## src/rtl/drm_metering_arbiter.sv

```systemverilog
// -----------------------------------------------------------------------------
// drm_metering_arbiter
//
// Purpose:
//   Shares the single metering_event input of the DRM activator between
//   NUM_REQ user-IP requesters. Each requester's event pulses are buffered in
//   a saturating pending counter. They are then emitted one at a time as
//   single-cycle pulses. Requesters are served round-robin, new grants are
//   held off while the DRM is not activated, and at least GAP_CYCLES low
//   cycles are forced between pulses.
//
// Ports:
//   clk             system clock, rising edge
//   rst_n           asynchronous active-low reset
//   req_event       per-requester 1-cycle event pulses (any combination)
//   activated       DRM activation status; 1 permits new grants
//   clear_overflow  1-cycle pulse clearing all overflow flags
//   metering_event  registered single-cycle pulse to the DRM activator
//   event_src       requester index owning the current/last pulse
//   pending_any     registered OR of all pending counters
//   pending_cnt     flat pending counters, requester i at [i*CNT_W +: CNT_W]
//   overflow        sticky per-requester "event lost to saturation" flags
//   emitted_total   free-running count of emitted pulses (wraps)
//
// FSM states:
//   state  | meaning
//   IDLE   | looking for a pending requester; grants when activated
//   EMIT   | metering_event is high for this single cycle
//   GAP    | forced low cycles before the next grant may be made
// -----------------------------------------------------------------------------
module drm_metering_arbiter #(
  parameter int NUM_REQ    = 4,
  parameter int CNT_W      = 8,
  parameter int GAP_CYCLES = 2
) (
  input  logic                       clk,
  input  logic                       rst_n,
  input  logic [NUM_REQ-1:0]         req_event,
  input  logic                       activated,
  input  logic                       clear_overflow,
  output logic                       metering_event,
  output logic [$clog2(NUM_REQ)-1:0] event_src,
  output logic                       pending_any,
  output logic [NUM_REQ*CNT_W-1:0]   pending_cnt,
  output logic [NUM_REQ-1:0]         overflow,
  output logic [31:0]                emitted_total
);

  localparam int SRC_W = $clog2(NUM_REQ);
  localparam int GAP_W = 8;
  localparam int GAP_LOAD = (GAP_CYCLES > 0) ? GAP_CYCLES - 1 : 0;
  localparam logic [CNT_W-1:0] CNT_MAX = '1;

  typedef enum logic [1:0] {
    S_IDLE = 2'd0,
    S_EMIT = 2'd1,
    S_GAP  = 2'd2
  } state_e;

  state_e              state_q;
  logic [SRC_W-1:0]    rr_ptr_q;
  logic [GAP_W-1:0]    gap_cnt_q;
  logic                meter_q;
  logic [SRC_W-1:0]    src_q;
  logic                pend_any_q;
  logic                pend_any_d;
  logic [31:0]         total_q;
  logic [NUM_REQ-1:0]  ovf_q;
  logic [NUM_REQ-1:0]  ovf_d;
  logic [NUM_REQ-1:0]  ovf_set;
  logic [CNT_W-1:0]    cnt_q [NUM_REQ];
  logic [CNT_W-1:0]    cnt_d [NUM_REQ];

  logic                grant_vld;
  logic [SRC_W-1:0]    grant_idx;

  // Round-robin search starting just after the last granted requester.
  always_comb begin
    int idx;
    grant_vld = 1'b0;
    grant_idx = '0;
    idx       = 0;
    if (state_q == S_IDLE && activated) begin
      for (int k = 1; k <= NUM_REQ; k++) begin
        idx = (int'(rr_ptr_q) + k) % NUM_REQ;
        if (!grant_vld && cnt_q[idx] != '0) begin
          grant_vld = 1'b1;
          grant_idx = SRC_W'(idx);
        end
      end
    end
  end

  // Pending counters: a simultaneous event and grant cancel out, so the
  // event is neither lost nor double counted.
  always_comb begin
    logic inc;
    logic dec;
    inc        = 1'b0;
    dec        = 1'b0;
    ovf_set    = '0;
    pend_any_d = 1'b0;
    for (int i = 0; i < NUM_REQ; i++) begin
      inc      = req_event[i];
      dec      = grant_vld && (grant_idx == SRC_W'(i));
      cnt_d[i] = cnt_q[i];
      if (inc && !dec) begin
        if (cnt_q[i] == CNT_MAX) begin
          ovf_set[i] = 1'b1;
        end else begin
          cnt_d[i] = cnt_q[i] + 1'b1;
        end
      end else if (!inc && dec) begin
        cnt_d[i] = cnt_q[i] - 1'b1;
      end
      pend_any_d = pend_any_d | (cnt_d[i] != '0);
    end
    // A new overflow in the same cycle as a clear must not be lost.
    ovf_d = (clear_overflow ? '0 : ovf_q) | ovf_set;
  end

  always_ff @(posedge clk or negedge rst_n) begin
    if (!rst_n) begin
      for (int i = 0; i < NUM_REQ; i++) begin
        cnt_q[i] <= '0;
      end
      ovf_q      <= '0;
      pend_any_q <= 1'b0;
    end else begin
      for (int i = 0; i < NUM_REQ; i++) begin
        cnt_q[i] <= cnt_d[i];
      end
      ovf_q      <= ovf_d;
      pend_any_q <= pend_any_d;
    end
  end

  // Emission FSM with registered outputs.
  always_ff @(posedge clk or negedge rst_n) begin
    if (!rst_n) begin
      state_q   <= S_IDLE;
      rr_ptr_q  <= SRC_W'(NUM_REQ - 1);
      gap_cnt_q <= '0;
      meter_q   <= 1'b0;
      src_q     <= '0;
      total_q   <= '0;
    end else begin
      case (state_q)
        S_IDLE: begin
          if (grant_vld) begin
            rr_ptr_q <= grant_idx;
            src_q    <= grant_idx;
            meter_q  <= 1'b1;
            state_q  <= S_EMIT;
          end
        end
        S_EMIT: begin
          meter_q <= 1'b0;
          total_q <= total_q + 32'd1;
          if (GAP_CYCLES > 0) begin
            gap_cnt_q <= GAP_W'(GAP_LOAD);
            state_q   <= S_GAP;
          end else begin
            state_q <= S_IDLE;
          end
        end
        S_GAP: begin
          if (gap_cnt_q == '0) begin
            state_q <= S_IDLE;
          end else begin
            gap_cnt_q <= gap_cnt_q - 1'b1;
          end
        end
        default: begin
          meter_q <= 1'b0;
          state_q <= S_IDLE;
        end
      endcase
    end
  end

  for (genvar g = 0; g < NUM_REQ; g++) begin : g_cnt_out
    assign pending_cnt[g*CNT_W +: CNT_W] = cnt_q[g];
  end

  assign metering_event = meter_q;
  assign event_src      = src_q;
  assign pending_any    = pend_any_q;
  assign overflow       = ovf_q;
  assign emitted_total  = total_q;

endmodule
```

## config.mk

```make
export PLATFORM = sky130hd
export DESIGN_NAME = drm_metering_arbiter
export DESIGN_NICKNAME = d
export VERILOG_FILES = /design/src/rtl/drm_metering_arbiter.sv
export SDC_FILE = /design/constraint.sdc
export NUM_CORES = 1
export LEC_CHECK = 0
export CAP_MARGIN = 20
export CORE_MARGIN = 1.5
export CORE_UTILIZATION = 54
export DETAILED_ROUTE_END_ITERATION = 6
export MAX_ROUTING_LAYER = met4
export PLACE_DENSITY_LB_ADDON = 0.3
export SYNTH_ARGS = -nofsm -noshare
export SYNTH_HDL_FRONTEND = slang
export SYNTH_SLANG_ARGS = --single-unit
```

## constraint.sdc

```tcl
create_clock -name clk -period 4.8 [get_ports clk]
set_input_delay 0.72 -clock clk [delete_from_list [all_inputs] [get_ports clk]]
set_output_delay 0.72 -clock clk [all_outputs]
set_load 0.01 [all_outputs]
```

### Word level (Yosys, flattened, before mapping)

Cells that the tools add are included.

* output and inout bits: 72
* register bits: 84

* eq/ne operators: 12
* $add $sub $neg: 14
* $lt $le $gt $ge: 4
* muxes and demuxes: 53
* reductions and logical operators: 47
* bitwise logic cells: 13

Operator list (count)
* two-way mux 8 bit: 21
* greater-or-equal comparator 32 x 3 -> 1 bit, second input constant: 4
* NOT 32 bit: 4
* binary-select mux 8 bit (select 2 bit): 4
* nonzero test 8 bit: 8
* subtractor 8 x 1 -> 8 bit, second input constant: 5
* adder 32 x 1 -> 32 bit, second input constant: 1
* adder 8 x 1 -> 8 bit, second input constant: 4
* equality test 8 bit, second input constant: 4
* two-way mux 1 bit: 17
* logical AND 1 bit: 16
* one-hot mux 8 bit (2 select lines): 1
* two-way mux 2 bit: 7
* zero test 1 bit: 11
* zero test 8 bit: 1
* AND reduction 2 bit: 4
* OR reduction 2 bit: 4
* equality test 2 bit, second input constant: 3
* inequality test 2 bit, second input constant: 3
* one-hot mux 2 bit (3 select lines): 1
* adder 2 x 1 -> 2 bit, second input constant: 2
* adder 2 bit, second input constant: 2
* AND 1 bit, first input constant: 4
* equality test 2 x 1 -> 1 bit, second input constant: 2
* 7 further kinds: 10

### Logic depth before layout (Yosys ltp)

* depth in word-level cells: 31
* gate-level depth with buffers: 14

### Worst setup path after synthesis

Ideal clock, no wire load.

* path kind: reg-to-reg
* start: register rr_ptr_q[0]
* end: register pend_any_q, in the netlist pending_any
* arrival: 3.680 ns
* cell stages (with the launch flop): 13
* slack: 0.982 ns
* setup time: 0.138 ns
* cell sequence: dfstp_2 buf_2 or4b_1 a222oi_1 nand2_1 o22a_2 a32oi_4 o21ai_2 or4_1 a31o_1 or4_1 nor4b_2 nand4_1

RTL lines
* start, declared: RTL line 61 `logic [SRC_W-1:0] rr_ptr_q;`
* start signal, assigned: RTL line 142 `rr_ptr_q <= SRC_W'(NUM_REQ - 1);`
* start signal, assigned: RTL line 151 `rr_ptr_q <= grant_idx;`
* end signal, assigned: RTL line 134 `pend_any_q <= pend_any_d;`
* end, declared: RTL line 65 `logic pend_any_q;`

==> impl_metrics.ini <==
[outcome]
status = finished, final reports clean

[pwr]
irDropWorstVdd_mv = 0.340
clkPwrFrac_pct = 16.8
power_density_nw_per_um2 = 548
p_comb_share_pct = 45.6
power.share.switching_pct = 43.1
p_sw_mw = 1.46
intPower_mw = 1.93
p_leak_nw = 2.58
power.share.sequential_pct = 37.6

[clock_tree]
hold_buffers = 0
clk_pin_slew_worst_paths_ns = 0.09
cts_tree = done
htree_levels = 3
clock_sinks = 84
cts_setup_buffers = 0
clock_path_buffers = 2
cts_buffers = 9
worstSkewPairLatency_ns = 0.36
cts_root_buffer = clkbuf_8

[floorplan]
die_h_um = 99.6
rows = 35
dieArea_um2 = 9930
dieWidth_um = 99.6
pin_count = 80
start_util_pct = 55.1
coreArea_um2 = 9150

[route]
wl_per_cell_um = 17.4
ant_nets = 0
met3_length_um = 799
drt_iter0_drc = 272
drt_first_pass_iters = 5
drc = 0
wl_met2_um = 6460
top_layer = met4
wl_met1_um = 5700
via_count = 4734
drt_wl_total_um = 13200
drt-vias-per-instance = 6.25

[setup_path]
cp_cell_sequence = or4b_1, a222oi_1, nand2_1, a32oi_2, a32o_1, nand2_1, a311oi_1, a21oi_1, or4_1, nor4b_2, nand4_1
cp_max_fo = 18
critPathKind = register to register
slowest_stage = dfstp_2
r2r_setup_slack_ns = 0.40
worstPathArrival_ns = 4.62
cpPeakStageDelay_ns = 0.70
cp-end-kind = register
cp_common_cell = nand2_1
cp-start-kind = register
cp.required_ns = 5.02

[logic_synthesis]
synthTopCellsByArea = dfrtp_1, xnor2_1, nand3_1
yosysTopAreaCellShare_pct = 40.7
ys_seq_elements = 84
ys_seq_area_share_pct = 41.7
synthDistinctLibCells = 68
yosys.area.top_type = dfrtp_1
synth_ff_type = dfrtp_1
syn-cell-area_um2 = 5040
syn_nets = 585
yosys_warnings = 0
syn_avg_cell_area_um2 = 8.91
syn_inst = 566
synthArstFlopShare_pct = 100
synth_edf_count = 0

[sta]
fin_setup_tns_ns = 0
finalSetupViolations = 0
finalHoldViolCount = 0
tightestPinTransition_ns = 0.744
finClkSkew_ns = 0.0123
period_share_pct = 91.7
slew_viol_final = 0
fmax_ghz = 0.227
max_slew_margin_pct = 49.6
period_minus_slack_ns = 4.40
rsz0062_at_grt = false

[layout]
postLayoutCoreUtil_pct = 67.6
n_fill_cell = 746
syn_to_final_growth_pct = 22.7
diodes = 0
area.sequential_um2 = 2100
fin_nets = 660
layout-drive-gt1-share_pct = 6.19
multiInputGateArea_um2 = 2750

[placed_design]
hpwl_um = 9580
io_buffers = 79
gp_congestion = 1.09

[global_route]
grt_pass1_vias = 4508
grt_max_degree = 85
grt-ovfl-total = 0
track_usage_pct = 27.9
grt_pass1_wl_um = 21600
antenna_found_initial = 0

[job]
cap_viol_max_count = 0

[hold_path]
hold_class = input pin to async pin
==> layout make-up <==
type,count,share of cell area (%)
flip-flops and latches,84,34.0
well taps,111,2.24
inverters,30,1.82
multi-input cells,431,44.5
clock buffers,11,2.29
repair buffers,85,13.8
clock inverters,5,1.38
==> through the flow <==
stage          worst slack (ns)  instances  area, µm²  total power, mW  hold WS, ns
4_1_cts                   0.394        756       6150             3.37        0.475
6_report                  0.397        757       6190             3.39        0.293
5_1_grt                  0.0560        757       6190             3.61        0.325
2_1_floorplan             0.982        566       5040             2.14        0.424
3_5_place_dp              0.439        740       5930             2.79        0.461
3_3_place_gp              0.591        740       5930             2.75        0.455
==> synthesized netlist by cell type, types with 5 or more instances <==
| cell | number |
|---|---|
| nand2_1 | 48 |
| and2_1 | 5 |
| clkbuf_1 | 18 |
| o21ai_0 | 23 |
| nor3_1 | 25 |
| nand4_1 | 10 |
| nor2_1 | 43 |
| nand2b_1 | 6 |
| nor4_1 | 12 |
| or4_1 | 7 |
| a31oi_1 | 8 |
| a21oi_1 | 28 |
| xor2_1 | 12 |
| or3_1 | 11 |
| inv_1 | 29 |
| xnor2_1 | 34 |
| a311oi_1 | 5 |
| ha_1 | 11 |
| and3_1 | 21 |
| dfrtp_1 | 82 |
| o22ai_1 | 6 |
| nand3_1 | 38 |
==> layout by cell type (no fill, tap or decap), types with 21 or more instances in the layout <==
| master | synthesis | layout |
|---|---|---|
| dfrtp_1 | 82 | 82 |
| clkdlybuf4s50_1 | 0 | 78 |
| nand2_1 | 48 | 48 |
| nor2_1 | 43 | 42 |
| nand3_1 | 38 | 38 |
| xnor2_1 | 34 | 34 |
| inv_1 | 29 | 29 |
| a21oi_1 | 28 | 28 |
| nor3_1 | 25 | 24 |
| o21ai_0 | 23 | 23 |
| and3_1 | 21 | 21 |
==> flip-flops by register name, indices dropped and copies added, names as in the netlist <==
name and count:
state_q 2, pending_any 1, overflow 4, emitted_total 32
rr_ptr_q 2, gap_cnt_q 8, metering_event 1, pending_cnt 32
event_src 2
==> final timing paths <==
kind / start / to / depth (start not counted)
max in group asynchronous: rst_n / rr_ptr_q[1]$_DFFE_PN1P_ / 2
hold reg to reg: emitted_total[31]$_DFFE_PN0P_ / emitted_total[31]$_DFFE_PN0P_ / 1
setup reg to reg: rr_ptr_q[0]$_DFFE_PN1P_ / pending_any$_DFF_PN0_ / 11
setup / recovery: rr_ptr_q[0]$_DFFE_PN1P_ / pending_any$_DFF_PN0_ / 11
hold / removal: rst_n / emitted_total[6]$_DFFE_PN0P_ / 1
min in group clk: emitted_total[31]$_DFFE_PN0P_ / emitted_total[31]$_DFFE_PN0P_ / 1
==> kinds of logic (layout without fill, tap and decap cells) <==
| family | Yosys count | after routing | synth area share, % |
|---|---|---|---|
| AOI/OAI and AO/OA | 121 | 121 | 17.1 |
| muxes | 3 | 3 | 0.595 |
| buffers and inverters | 51 | 131 | 3.87 |
| and+or+nand+nor | 250 | 250 | 26.0 |
| xor gates and xnor gates | 46 | 46 | 7.99 |
| adders and majority gates | 11 | 11 | 2.73 |
| DFF | 84 | 84 | 41.7 |
==> worst max-delay path: cells and delay by family (launching register included) <==
kind            cells  cell delay [ns]
simple gates        6             1.87
compound gates      5             1.69
flops               1             0.70
==> power groups by stage <==
stage | clock network (mW) | registers, mW | logic [mW]
finish | 0.568 | 1.28 | 1.55
global placement | 0 | 1.26 | 1.49
floorplan | 0 | 1.20 | 0.946
detailed placement | 0 | 1.27 | 1.52
CTS | 0.583 | 1.26 | 1.53
global route | 0.607 | 1.31 | 1.69
==> timing repair <==
action                                  4_1_cts  5_1_grt
resized for setup                             0        2
endpoints found under the setup margin        0        1
endpoints found under the hold margin         0        0
==> metal layers <==
| metal | vias to the layer above | GRT usage, % |
|---|---|---|
| li1 | 2235 | - |
| met1 | 2258 | 36.3 |
| met2 | 212 | 44.9 |
| met3 | 29 | 4.36 |
| met4 | 0 | 8.88 |
| met5 | - | - |
No activity file was read; power rests on OpenSTA's default activity.
